$ cat src/rtl/serial_logic_unit.sv
// WIDTH-bit two-register bit-serial logic unit: load A/B, then stream both through a LUT cell.
// Optional SERIAL_LOGIC_UNIT_SYNC_EN adds 2-flop synchronisers on LoadA/LoadB/Execute.
module serial_logic_unit #(
   parameter int WIDTH = 8,
   parameter int CNT_W = $clog2(WIDTH)
) (
   input  logic             Clk,
   input  logic             Reset,
   input  logic             LoadA,
   input  logic             LoadB,
   input  logic             Execute,
   input  logic [WIDTH-1:0] Din,
   input  logic [2:0]       F,
   input  logic [1:0]       R,
   output logic [WIDTH-1:0] Aval,
   output logic [WIDTH-1:0] Bval,
   output logic             Busy,
   output logic             Done
);

   typedef enum logic [1:0] {IDLE, SHIFT, HOLD} state_t;

   state_t           state_q, state_d;
   logic [WIDTH-1:0] a_q, a_d, b_q, b_d;
   logic [CNT_W-1:0] cnt_q, cnt_d;
   logic [2:0]       f_q, f_d;
   logic [1:0]       r_q, r_d;
   logic             done_q, done_d;
   logic             load_a, load_b, execute;
   logic             bit_f, msb_a, msb_b;

`ifdef SERIAL_LOGIC_UNIT_SYNC_EN
   logic [1:0] la_sync_q, la_sync_d, lb_sync_q, lb_sync_d, ex_sync_q, ex_sync_d;

   always_comb begin
      la_sync_d = {la_sync_q[0], LoadA};
      lb_sync_d = {lb_sync_q[0], LoadB};
      ex_sync_d = {ex_sync_q[0], Execute};
   end

   always_ff @(posedge Clk or negedge Reset) begin
      if (!Reset) begin
         la_sync_q <= '0;
         lb_sync_q <= '0;
         ex_sync_q <= '0;
      end else begin
         la_sync_q <= la_sync_d;
         lb_sync_q <= lb_sync_d;
         ex_sync_q <= ex_sync_d;
      end
   end

   assign load_a  = la_sync_q[1];
   assign load_b  = lb_sync_q[1];
   assign execute = ex_sync_q[1];
`else
   assign load_a  = LoadA;
   assign load_b  = LoadB;
   assign execute = Execute;
`endif

   // Upper select bit inverts the basic AND/OR/XOR/ONE result.
   function automatic logic f_lut(input logic [2:0] sel, input logic a, input logic b);
      logic y;
      case (sel[1:0])
         2'b00:   y = a & b;
         2'b01:   y = a | b;
         2'b10:   y = a ^ b;
         default: y = 1'b1;
      endcase
      return sel[2] ? ~y : y;
   endfunction

   always_comb begin
      state_d = state_q;
      a_d     = a_q;
      b_d     = b_q;
      cnt_d   = cnt_q;
      f_d     = f_q;
      r_d     = r_q;
      done_d  = 1'b0;
      bit_f   = f_lut(f_q, a_q[0], b_q[0]);
      msb_a   = a_q[0];
      msb_b   = b_q[0];
      case (state_q)
         IDLE: begin
            if (execute) begin
               f_d     = F;
               r_d     = R;
               cnt_d   = '0;
               state_d = SHIFT;
            end else begin
               if (load_a) a_d = Din;
               if (load_b) b_d = Din;
            end
         end
         SHIFT: begin
            case (r_q)
               2'b01: msb_b = bit_f;
               2'b10: msb_a = bit_f;
               2'b11: begin
                  msb_a = b_q[0];
                  msb_b = a_q[0];
               end
               default: ;
            endcase
            a_d   = {msb_a, a_q[WIDTH-1:1]};
            b_d   = {msb_b, b_q[WIDTH-1:1]};
            cnt_d = cnt_q + CNT_W'(1);
            if (cnt_q == CNT_W'(WIDTH - 1)) begin
               state_d = HOLD;
               done_d  = 1'b1;
            end
         end
         HOLD: begin
            // Wait for Execute release so a held button runs only once.
            if (!execute) state_d = IDLE;
         end
         default: state_d = IDLE;
      endcase
   end

   always_ff @(posedge Clk or negedge Reset) begin
      if (!Reset) begin
         state_q <= IDLE;
         a_q     <= '0;
         b_q     <= '0;
         cnt_q   <= '0;
         f_q     <= '0;
         r_q     <= '0;
         done_q  <= 1'b0;
      end else begin
         state_q <= state_d;
         a_q     <= a_d;
         b_q     <= b_d;
         cnt_q   <= cnt_d;
         f_q     <= f_d;
         r_q     <= r_d;
         done_q  <= done_d;
      end
   end

   assign Aval = a_q;
   assign Bval = b_q;
   assign Busy = (state_q == SHIFT);
   assign Done = done_q;

endmodule

$ cat config.mk
export PLATFORM = sky130hd
export DESIGN_NAME = serial_logic_unit
export DESIGN_NICKNAME = d
export VERILOG_FILES = /design/src/rtl/serial_logic_unit.sv
export SDC_FILE = /design/constraint.sdc
export NUM_CORES = 1
export LEC_CHECK = 0
export ABC_AREA = 0
export CAP_MARGIN = 20
export CORE_ASPECT_RATIO = 1.75
export CORE_MARGIN = 2
export CORE_UTILIZATION = 48
export DETAILED_ROUTE_END_ITERATION = 6
export GPL_TIMING_DRIVEN = 0
export PLACE_DENSITY = 0.78
export SETUP_SLACK_MARGIN = 0.15
export SKIP_CTS_REPAIR_TIMING = 1
export SKIP_LAST_GASP = 1
export SYNTH_ARGS = -nofsm -noshare
export SYNTH_HDL_FRONTEND = slang
export SYNTH_SLANG_ARGS = --single-unit
$ cat constraint.sdc
create_clock -name Clk -period 2.1 [get_ports Clk]
set_input_delay 0.315 -clock Clk [delete_from_list [all_inputs] [get_ports Clk]]
set_output_delay 0.315 -clock Clk [all_outputs]
set_load 0.05 [all_outputs]
==> flow_metrics.py <==
metrics = {
    "outcome": {
        "status": "finished clean",
    },
    "route": {
        "drt_iter0_drc": 18,
        "ant_nets": 0,
        "num_vias": 1145,
        "drt_pass1_iterations": 4,
        "via_per_inst": 5.70,
        "wl_per_cell_um": 15.2,
        "route.detailed.drc": 0,
        "wirelength_um": 3050,
    },
    "final_layout": {
        "area_delta_synth_final_pct": 32.8,
        "fin_util_pct": 65.3,
        "fill_cells": 254,
        "diodes": 0,
        "drive_gt1_share_pct": 16.2,
        "fin_cells": 201,
        "final_net_count": 196,
        "fin_area_mm2": 0.00187,
    },
    "clock_network": {
        "htreeDepth": 1,
        "cts_tree": "done",
        "root_buffer": "clkbuf_8",
        "clock_latency_ns": 0.27,
        "cts.path.max_buffers": 2,
        "cts.sinks": 27,
        "cts.clk_slew.worst_paths_ns": 0.10,
        "cts_buffers": 3,
    },
    "synthesis": {
        "ys_types": 26,
        "yosysWarnings": 0,
        "yosys-top-cells-area": "dfrtp_1, mux2i_1, nand2_1",
        "synth_fa_ha_area_share_pct": 3.55,
        "muxShareOfSynthArea_pct": 12.5,
        "ys_ff_latch": 27,
        "syn-cell-area_mm2": 0.00141,
        "yosys.area_share.simple_pct": 14.6,
        "synth_compound_area_share_pct": 15.3,
        "synth_common_cells": "dfrtp_1, nand2_1, mux2i_1",
        "synth_top_family_by_area": "compound AO/OA/AOI/OAI gates",
        "synth_edf_count": 0,
        "yosys.area_share.xor_xnor_pct": 0,
        "syn_inst": 133,
        "synth_nets": 155,
        "synth.yosys.seq_area_share_pct": 48.0,
        "synth_top_cell_area_share_pct": 48.0,
        "synth_most_common_cell": "dfrtp_1",
        "synth_top_cell_by_area": "dfrtp_1",
        "ys_async_sr_fraction_pct": 100,
        "ys.flop_type": "dfrtp_1",
        "avgSynthCellArea_um2": 10.6,
    },
    "power_and_ir_drop": {
        "p_sw_mw": 1.42,
        "p_leak_nw": 0.788,
        "power_density_mw_per_mm2": 1580,
        "p_comb_share_pct": 58.1,
        "p_int_mw": 1.54,
        "seq_power_share_pct": 31.7,
        "clock_power_share_pct": 10.2,
        "p_sw_share_pct": 47.9,
        "peakVddDrop_mv": 0.967,
        "total_power_mw": 2.96,
    },
    "critical_path": {
        "critPathMaxStageDelay_ns": 0.85,
        "reg2reg_from": "Aval[0]",
        "critPathRequiredTime_ns": 1.78,
        "path_buf_inv": 1,
        "r2r_end": "Bval[7]",
        "path_delay_family": "buffers and inverters",
        "ff2ff_path_depth": 6,
        "r2r_setup_slack_ns": 0.32,
        "critPathMaxFanout": 5,
        "end_kind": "output pin",
        "slowest_stage": "clkdlybuf4s50_1",
        "cp_data_arrival_time_ns": 1.59,
        "path_cells": "clkdlybuf4s50_1",
        "critPathLaunchType": "flop",
        "worstSetupPathType": "flop to output pin",
    },
    "die": {
        "row_count": 26,
        "dieWidth_um": 45.0,
        "start_util_pct": 49.2,
        "die_height_um": 75.7,
        "die_area_mm2": 0.00340,
        "io_pins": 36,
        "core_mm2": 0.00286,
    },
    "sta": {
        "maxSlewViolCount": 0,
        "skew_ns": 0.0112,
        "period_share_pct": 90.7,
        "tightest_slew_ns": 0.509,
        "setup_viol": 0,
        "fmax_ghz": 0.525,
        "finalHoldViolCount": 0,
        "maxSlewHeadroom_pct": 66.0,
        "min_period_ns": 1.90,
        "rsz0062_at_grt": "false",
    },
    "global_routing": {
        "overflow": 0,
        "antenna_found_initial": 0,
        "grt_max_degree": 22,
        "grt_util_all_layers_pct": 20.6,
        "grt_pass1_vias": 1176,
        "grt_pass1_wl_um": 5200,
    },
    "placement": {
        "placed_area_mm2": 0.00182,
        "portBuffers": 35,
        "post-dp-hpwl_um": 2350,
        "gp_routability_congestion": 0.888,
        "dpl.cell_count": 197,
    },
    "job": {
        "drv_cap": 0,
    },
    "min_path": {
        "hold_class": "primary input to async pin",
    },
}
==> area by class of cell <==
| cell class | count | area [um^2] | share of cell area (%) |
|---|---|---|---|
| multi-input combinational | 92 | 647 | 34.6 |
| buffer | 7 | 62.6 | 3.34 |
| tap | 28 | 35.0 | 1.87 |
| clock inverter | 1 | 7.51 | 0.401 |
| timing repair buffer | 36 | 375 | 20.1 |
| inverter | 7 | 26.3 | 1.40 |
| clock buffer | 3 | 41.3 | 2.21 |
| sequential | 27 | 676 | 36.1 |
==> kinds of logic after synthesis <==
family,Yosys count
multiplexers,17
AO/OA/AOI/OAI,32
buffers and inverters,14
AND/OR/NAND/NOR,39
flip-flops,27
adder cells (fa/ha/maj),4
==> power by group through the flow <==
stage          Clock [mW]  Sequential (mW)  Combinational (mW)
3_3_place_gp            0            0.929                1.68
3_5_place_dp            0            0.945                1.74
2_1_floorplan           0             1.34               0.804
4_1_cts             0.305            0.941                1.75
6_report            0.303            0.941                1.72
5_1_grt             0.332            0.973                1.88
==> sequential cells by signal (all words and copies together) (netlist names) <==
register  count
Aval          8
Bval          8
Done          1
cnt_q         3
f_q           3
r_q           2
state_q       2
==> cell usage in the layout, fill, tap and decap left out, drive strengths merged <==
cell type,netlist,routed
a31o,3,3
nor2,6,6
clkinvlp,0,1
and2,2,2
o311ai,2,2
a32oi,2,2
mux2i,12,12
or3b,1,1
nor2b,5,5
clkbuf,1,6
nand2b,1,1
a21oi,2,2
nor4b,2,2
dfrtp,27,27
buf,6,6
nand3,3,3
nand2,19,19
o21ai,19,19
inv,7,7
mux2,5,5
clkdlybuf4s50,0,34
ha,4,4
o211ai,4,4
==> per-stage QoR <==
step	TNS (ns)	setup WS, ns	hold WS (ns)
2_1_floorplan	0	0.179	0.0194
3_3_place_gp	-0.0542	-0.0542	0.483
3_5_place_dp	-0.0619	-0.0619	0.496
4_1_cts	-0.374	-0.374	0.340
5_1_grt	0	0.161	0.344
6_report	0	0.196	0.325
==> layer usage <==
layer	GRT usage [%]	routed length (um)
met5	0	0
met1	24.5	1230
met3	2.61	129
met4	7.19	40
met2	37.0	1650
==> worst max path at each step <==
stage               start      end  slack (ns)  cells past startpoint
3_5_place_dp   state_q[1]     Busy       -0.06                      5
6_report          Aval[0]  Aval[0]        0.20                      1
2_1_floorplan     Aval[0]  Aval[7]        0.18                      6
4_1_cts        state_q[1]     Busy       -0.37                      5
5_1_grt        state_q[1]     Busy        0.16                      5
3_3_place_gp   state_q[1]     Busy       -0.05                      5
(Power assumes the default switching activity.)
